[src/rtl/keccak_pkg.sv]
// Shared Keccak-f[1600] constants, lane type and lane addressing helper.
// Used by c_fun and its column sub-module.
package keccak_pkg;
   localparam int LANE_W  = 64;
   localparam int STATE_W = 1600;
   localparam int NUM_X   = 5;
   localparam int NUM_Y   = 5;

   typedef logic [LANE_W-1:0] lane_t;

   function automatic int lane_off(
      input int x,
      input int y,
      input int w = LANE_W
   );
      return w * (x + 5 * y);
   endfunction
endpackage

[src/rtl/c_fun_col.sv]
// One theta column: bitwise XOR of the five lanes of a column.
// Purely combinational; instantiated once per column by c_fun.
module c_fun_col #(
   parameter int W = 64
) (
   input  logic [W-1:0] i_a0,
   input  logic [W-1:0] i_a1,
   input  logic [W-1:0] i_a2,
   input  logic [W-1:0] i_a3,
   input  logic [W-1:0] i_a4,
   output logic [W-1:0] o_c
);
   assign o_c = i_a0 ^ i_a1 ^ i_a2 ^ i_a3 ^ i_a4;
endmodule

[src/rtl/c_fun.sv]
// Keccak theta column parities C[x], registered with a 1-cycle valid.
// Define CFUN_D_OUT_EN to also register the theta D[x] lanes on outD.
module c_fun
   import keccak_pkg::*;
#(
   parameter int LANE_W = keccak_pkg::LANE_W
) (
   input  logic                  inClk,
   input  logic                  inRstN,
   input  logic                  inValid,
   input  logic [25*LANE_W-1:0]  inData,
   output logic                  outValid,
`ifdef CFUN_D_OUT_EN
   output logic [5*LANE_W-1:0]   outData,
   output logic [5*LANE_W-1:0]   outD
`else
   output logic [5*LANE_W-1:0]   outData
`endif
);
   logic [5*LANE_W-1:0] w_c;
   logic [5*LANE_W-1:0] r_c;
   logic                r_valid;

   for (genvar x = 0; x < NUM_X; x++) begin : g_col
      c_fun_col #(.W(LANE_W)) u_col (
         .i_a0 (inData[lane_off(x, 0, LANE_W) +: LANE_W]),
         .i_a1 (inData[lane_off(x, 1, LANE_W) +: LANE_W]),
         .i_a2 (inData[lane_off(x, 2, LANE_W) +: LANE_W]),
         .i_a3 (inData[lane_off(x, 3, LANE_W) +: LANE_W]),
         .i_a4 (inData[lane_off(x, 4, LANE_W) +: LANE_W]),
         .o_c  (w_c[LANE_W*x +: LANE_W])
      );
   end

   always_ff @(posedge inClk or negedge inRstN) begin
      if (!inRstN) begin
         r_valid <= 1'b0;
         r_c     <= '0;
      end else begin
         r_valid <= inValid;
         if (inValid) r_c <= w_c;
      end
   end

   assign outValid = r_valid;
   assign outData  = r_c;

`ifdef CFUN_D_OUT_EN
   logic [5*LANE_W-1:0] w_d;
   logic [5*LANE_W-1:0] r_d;

   // D[x] = C[x-1] ^ rotl1(C[x+1]), indices mod 5
   for (genvar x = 0; x < NUM_X; x++) begin : g_d
      localparam int XM = (x + 4) % 5;
      localparam int XP = (x + 1) % 5;
      logic [LANE_W-1:0] w_cp;
      assign w_cp = w_c[LANE_W*XP +: LANE_W];
      assign w_d[LANE_W*x +: LANE_W] = w_c[LANE_W*XM +: LANE_W]
         ^ {w_cp[LANE_W-2:0], w_cp[LANE_W-1]};
   end

   always_ff @(posedge inClk or negedge inRstN) begin
      if (!inRstN) begin
         r_d <= '0;
      end else if (inValid) begin
         r_d <= w_d;
      end
   end

   assign outD = r_d;
`endif
endmodule

[config.mk]
export PLATFORM = sky130hd
export DESIGN_NAME = c_fun
export DESIGN_NICKNAME = d
export VERILOG_FILES = /design/src/rtl/keccak_pkg.sv /design/src/rtl/c_fun_col.sv /design/src/rtl/c_fun.sv
export SDC_FILE = /design/constraint.sdc
export NUM_CORES = 1
export LEC_CHECK = 0
export CORE_AREA = 5 5 736 738
export DETAILED_ROUTE_END_ITERATION = 7
export DIE_AREA = 0 0 741 743
export MAX_ROUTING_LAYER = met4
export SLEW_MARGIN = 20
export SYNTH_ARGS = -nofsm -noshare
export SYNTH_HDL_FRONTEND = slang
export SYNTH_SLANG_ARGS = --single-unit
export TNS_END_PERCENT = 30
[constraint.sdc]
create_clock -name inClk -period 0.9 [get_ports inClk]
set_input_delay 0.18 -clock inClk [delete_from_list [all_inputs] [get_ports inClk]]
set_output_delay 0.18 -clock inClk [all_outputs]
set_load 0.05 [all_outputs]
**Word level (Yosys, flattened, before mapping)**

Index checks and enable logic that the tools add are counted.
Widths: inputs -> output; s select.

- Logic and storage cells: 22
- Input port bits: 1603
- Output and inout port bits: 321
- Register bits: 321

- Bitwise logic cells: 20

Operators with widths:

| operator | number |
|---|---|
| $xor 64x64->64 | 20 |

**Longest topological paths before layout**

- Depth in word-level cells: 4
- Mapped depth: 4
- Mapped depth without buffers: 3

**Hierarchy**

Synthesis repeated with hierarchy kept, for this count alone.

- Cells, all modules: 1637
- Area, all modules: 26256.4 sq um

By module, submodules not included:

| module | sequential area each (sq um) | cells each | instances | area each (sq um) |
|---|---|---|---|---|
| c_fun | 8032.7 | 677 | 1 | 13444.1 |
| c_fun_col | 0.0 | 192 | 5 | 2562.5 |

**Worst setup path before layout**

No wires, ideal clock.

- Kind: in2reg
- Start: in inData[619]
- End: reg r_c[299] (netlist: outData[299])
- Slack: -0.144 ns
- Stages on the path: 3
- Arrival: 0.920 ns
- Library setup time: 0.125 ns
- Data required time: 0.775 ns
- Buffers on the path: 0
- Path through: xnor3_1 -> xnor2_1 -> mux2_2

- Word-level cells in the longest chain between the ends: 4

RTL lines:

| item | line | text |
|---|---|---|
| start: declaration | c_fun.sv:11 | `input logic [25*LANE_W-1:0] inData,` |
| $xor 64x64->64 (4 in a row) | c_fun_col.sv:13 | `assign o_c = i_a0 ^ i_a1 ^ i_a2 ^ i_a3 ^ i_a4;` |
| end signal: assignment | c_fun.sv:41 | `if (inValid) r_c <= w_c;` |
| end: declaration | c_fun.sv:21 | `logic [5*LANE_W-1:0] r_c;` |

Every way passes these cells.
A chain may end at the register's enable or synchronous reset.

**Worst setup path after layout**

- Start: reg r_c[212] (netlist: outData[212])
- End: out outData[212]

RTL lines:

| item | line | text |
|---|---|---|
| end: declaration | c_fun.sv:17 | `output logic [5*LANE_W-1:0] outData` |

No word-level cell between the ends.

==> results.toml <==
[detailed_routing]
viasPerCell = 2.19
remaining_drc_errors = 0
num_vias = 24400
drt-pass1-iter-count = 7
drt-total-wl_mm = 405
avgRoutedWirePerCell_um = 36.4
ant_nets = 0
drt_iter0_markers = 1406

[logic_synthesis]
syn_area_per_cell_um2 = 16.6
ys_seq_area_share_pct = 29.5
synth_compound_area_share_pct = 0
synth_fa_ha_area_share_pct = 0
yosysWarningCount = 0
synth.area.mux_share_pct = 13.2
synth_xor_area_share_pct = 55.8
ys_types = 7
synth-seq-cells = 321
syn_area_mm2 = 0.0272
synth_top_family_by_area = "XOR/XNOR gates"
synthesis.nets = 3240
synthSimpleGateAreaFrac_pct = 0
synthCells = 1637

[layout]
nNetsFinal = 5407
drive_gt1_share_pct = 35.3
final_util_pct = 11.9
area_growth_pct = 133
fillCellCount = 60400
fin_cells = 11100
postLayoutCellArea_mm2 = 0.0635

[placed_design]
hpwl_mm = 385
globalplace.congestion = 0.936
port_buffers = 1923
dp_cells = 10800
place_area_mm2 = 0.0606

[die]
coreArea_mm2 = 0.535
die_y_um = 743
ioPinCount = 1924
floorplan.die_area_mm2 = 0.551
fp.dieW_um = 741
initial_core_util_pct = 5.09
rows = 269

[timing]
worstMarginPinSlew_ns = 0.478
skew_ns = 0
period_minus_slack_ns = 1.64
holdWs_ns = 0.136
maxSlewViolCount = 0
finalWorstSetupSlack_ns = -0.740
rsz0062_at_grt = "true"
timing.fmax_mhz = 610
relSlewSlack_pct = 68.1
hold_violations = 0
fin_crit_sh_pct = 182
setup_violations = 493

[status]
status = "complete, but fails checks"
failed_checks = "setup timing"

[clocking]
ctsHtreeMaxLevel = 2
cts_buffer_depth = 3
insertion_delay_ns = 0.73
path_clk_slew_ns = 0.06
cts_made_buffers = 52
cts.sinks = 321
cts_tree = "yes"
cts_root_buf = "clkbuf_16"

[setup_path]
r2r_slack_ns = -0.14
end_kind = "output port"
path_class = "reg2out"
r2r.worst_path.cells = 3
cp_top_family = "flip-flops"
cp-start-kind = "flop"
required_ns = 0.72
reg2reg_to = "outData[288]$_DFFE_PN0P_"
critical_path.max_stage_delay_ns = 0.47
critPathArrivalTime_ns = 1.46
crit_start = "outData[212]$_DFFE_PN0P_"
cp_cell_sequence = "buf_12"
cp_max_fo = 2
crit_slowest_cell = "dfrtp_2"
worst-path-buf-inv = 1
timing.rr.start = "outData[288]$_DFFE_PN0P_"

[grt]
use_met2_pct = 20.0
antenna_found_initial = 448
grt_pass1_vias = 25800
busiest_layer = "met2"
grt_usage_pct = 14.6
grt_first_pass_wirelength_mm = 461
overflow = 0
grt_max_degree = 36
grt.met3_usage_pct = 11.8
gr-usage-met1_pct = 16.2

[worst_hold_path]
hold_path_class = "in2async"

[pwr]
ir_worst_vdd_mv = 1.58
power.density_mw_per_mm2 = 1930
leakage_nw = 24.4

[run]
max_cap_violations = 0
-- cell type report --
cell class | instances | area, um2 | area share [%]
Antenna cell | 251 | 628 | 0.989
Clock buffer | 67 | 1490 | 2.34
Clock inverter | 26 | 325 | 0.512
Multi-Input combinational cell | 1280 | 19000 | 29.9
Sequential cell | 321 | 8100 | 12.8
Tap cell | 7046 | 8820 | 13.9
Timing Repair Buffer | 2149 | 25100 | 39.6
-- report_power, final --
part / total [W] / leakage, nW / internal, W / switching (W)
registers: 0.0248 / 3.70 / 0.0189 / 0.00583
clock network: 0.0232 / 0.888 / 0.0131 / 0.0101
logic: 0.0747 / 19.8 / 0.0347 / 0.0400
total: 0.123 / 24.4 / 0.0667 / 0.0559
-- per-stage QoR --
stage	setup slack (ns)	total power, W	TNS [ns]
final	-0.740	0.123	-205.14
after global placement	-1.32	0.101	-247.05
after detailed placement	-1.26	0.101	-247.33
after global routing	-0.882	0.129	-229.83
after CTS	-0.956	0.126	-330.48
after floorplan	-0.144	0.0495	-46.23
-- worst register-to-register path, delay by kind of cell, from the launching register on --
family / cells / cell delay [ns]
flip-flops: 1 / 0.41
buffers and inverters: 2 / 0.27
multiplexers: 1 / 0.25
-- kinds of logic (layout without fill, tap and decap cells) --
kind of cell / Yosys count / after routing
xor gates and xnor gates: 960 / 960
buffers and inverters: 36 / 2242
muxes: 320 / 320
DFF: 321 / 321
other: 0 / 251
-- registers in the layout (all words and copies together) (netlist names) --
register / count
outValid: 1
outData: 320
-- cell usage after synthesis (all sizes together) --
cell	number	area [um2]
buf	36	393
dfrtp	321	8030
mux2	320	3600
xnor2	320	2800
xnor3	320	7210
xor2	320	5200
-- placed cells by master, fill, tap and decap left out --
cell type and instances:
xnor2_1 312, clkinv_8 1, clkdlybuf4s15_2 3, xor2_2 310
xor2_4 10, dlygate4sd3_1 3, dfrtp_1 270, buf_6 1
clkinv_4 5, clkdlybuf4s50_1 1543, mux2_2 320, xnor3_2 16
xnor3_1 304, dlygate4sd2_1 24, dlymetal6s2s_1 28, clkinv_2 6
clkinvlp_4 4, clkbuf_16 52, buf_8 2, bufinv_16 5
clkbuf_8 13, buf_12 393, clkbuf_1 2, buf_4 149
clkbuf_2 2, clkbuf_4 1, dfrtp_2 51, xnor2_2 8
diode_2 251, inv_6 4, inv_16 1
-- routing by layer --
| metal | up-vias | part of all wire [%] |
|---|---|---|
| met5 | - | 0 |
| met4 | 0 | 3.2 |
| met3 | 562 | 19 |
| met2 | 2014 | 39 |
| met1 | 11800 | 39 |
| li1 | 10000 | - |
-- timing repair --
action / CTS / global route
pin swaps: 9 / 25
endpoints found under the hold margin: 328 / 1
buffers inserted: 5 / 12
gates resized for setup: 96 / 60
hold buffers: 3 / 1
setup endpoints to repair: 365 / 528
-- worst max path at each step --
stage | endpoint | slack (ns) | cells past startpoint
after floorplan | outData[299]$_DFFE_PN0P_ | -0.14 | 3
after global placement | outData[26]$_DFFE_PN0P_ | -1.32 | 5
after detailed placement | outData[26]$_DFFE_PN0P_ | -1.26 | 5
after CTS | outData[212] | -0.96 | 1
after global routing | outData[189] | -0.88 | 1
final | outData[212] | -0.74 | 1
No activity file was read; power rests on OpenSTA's default activity.
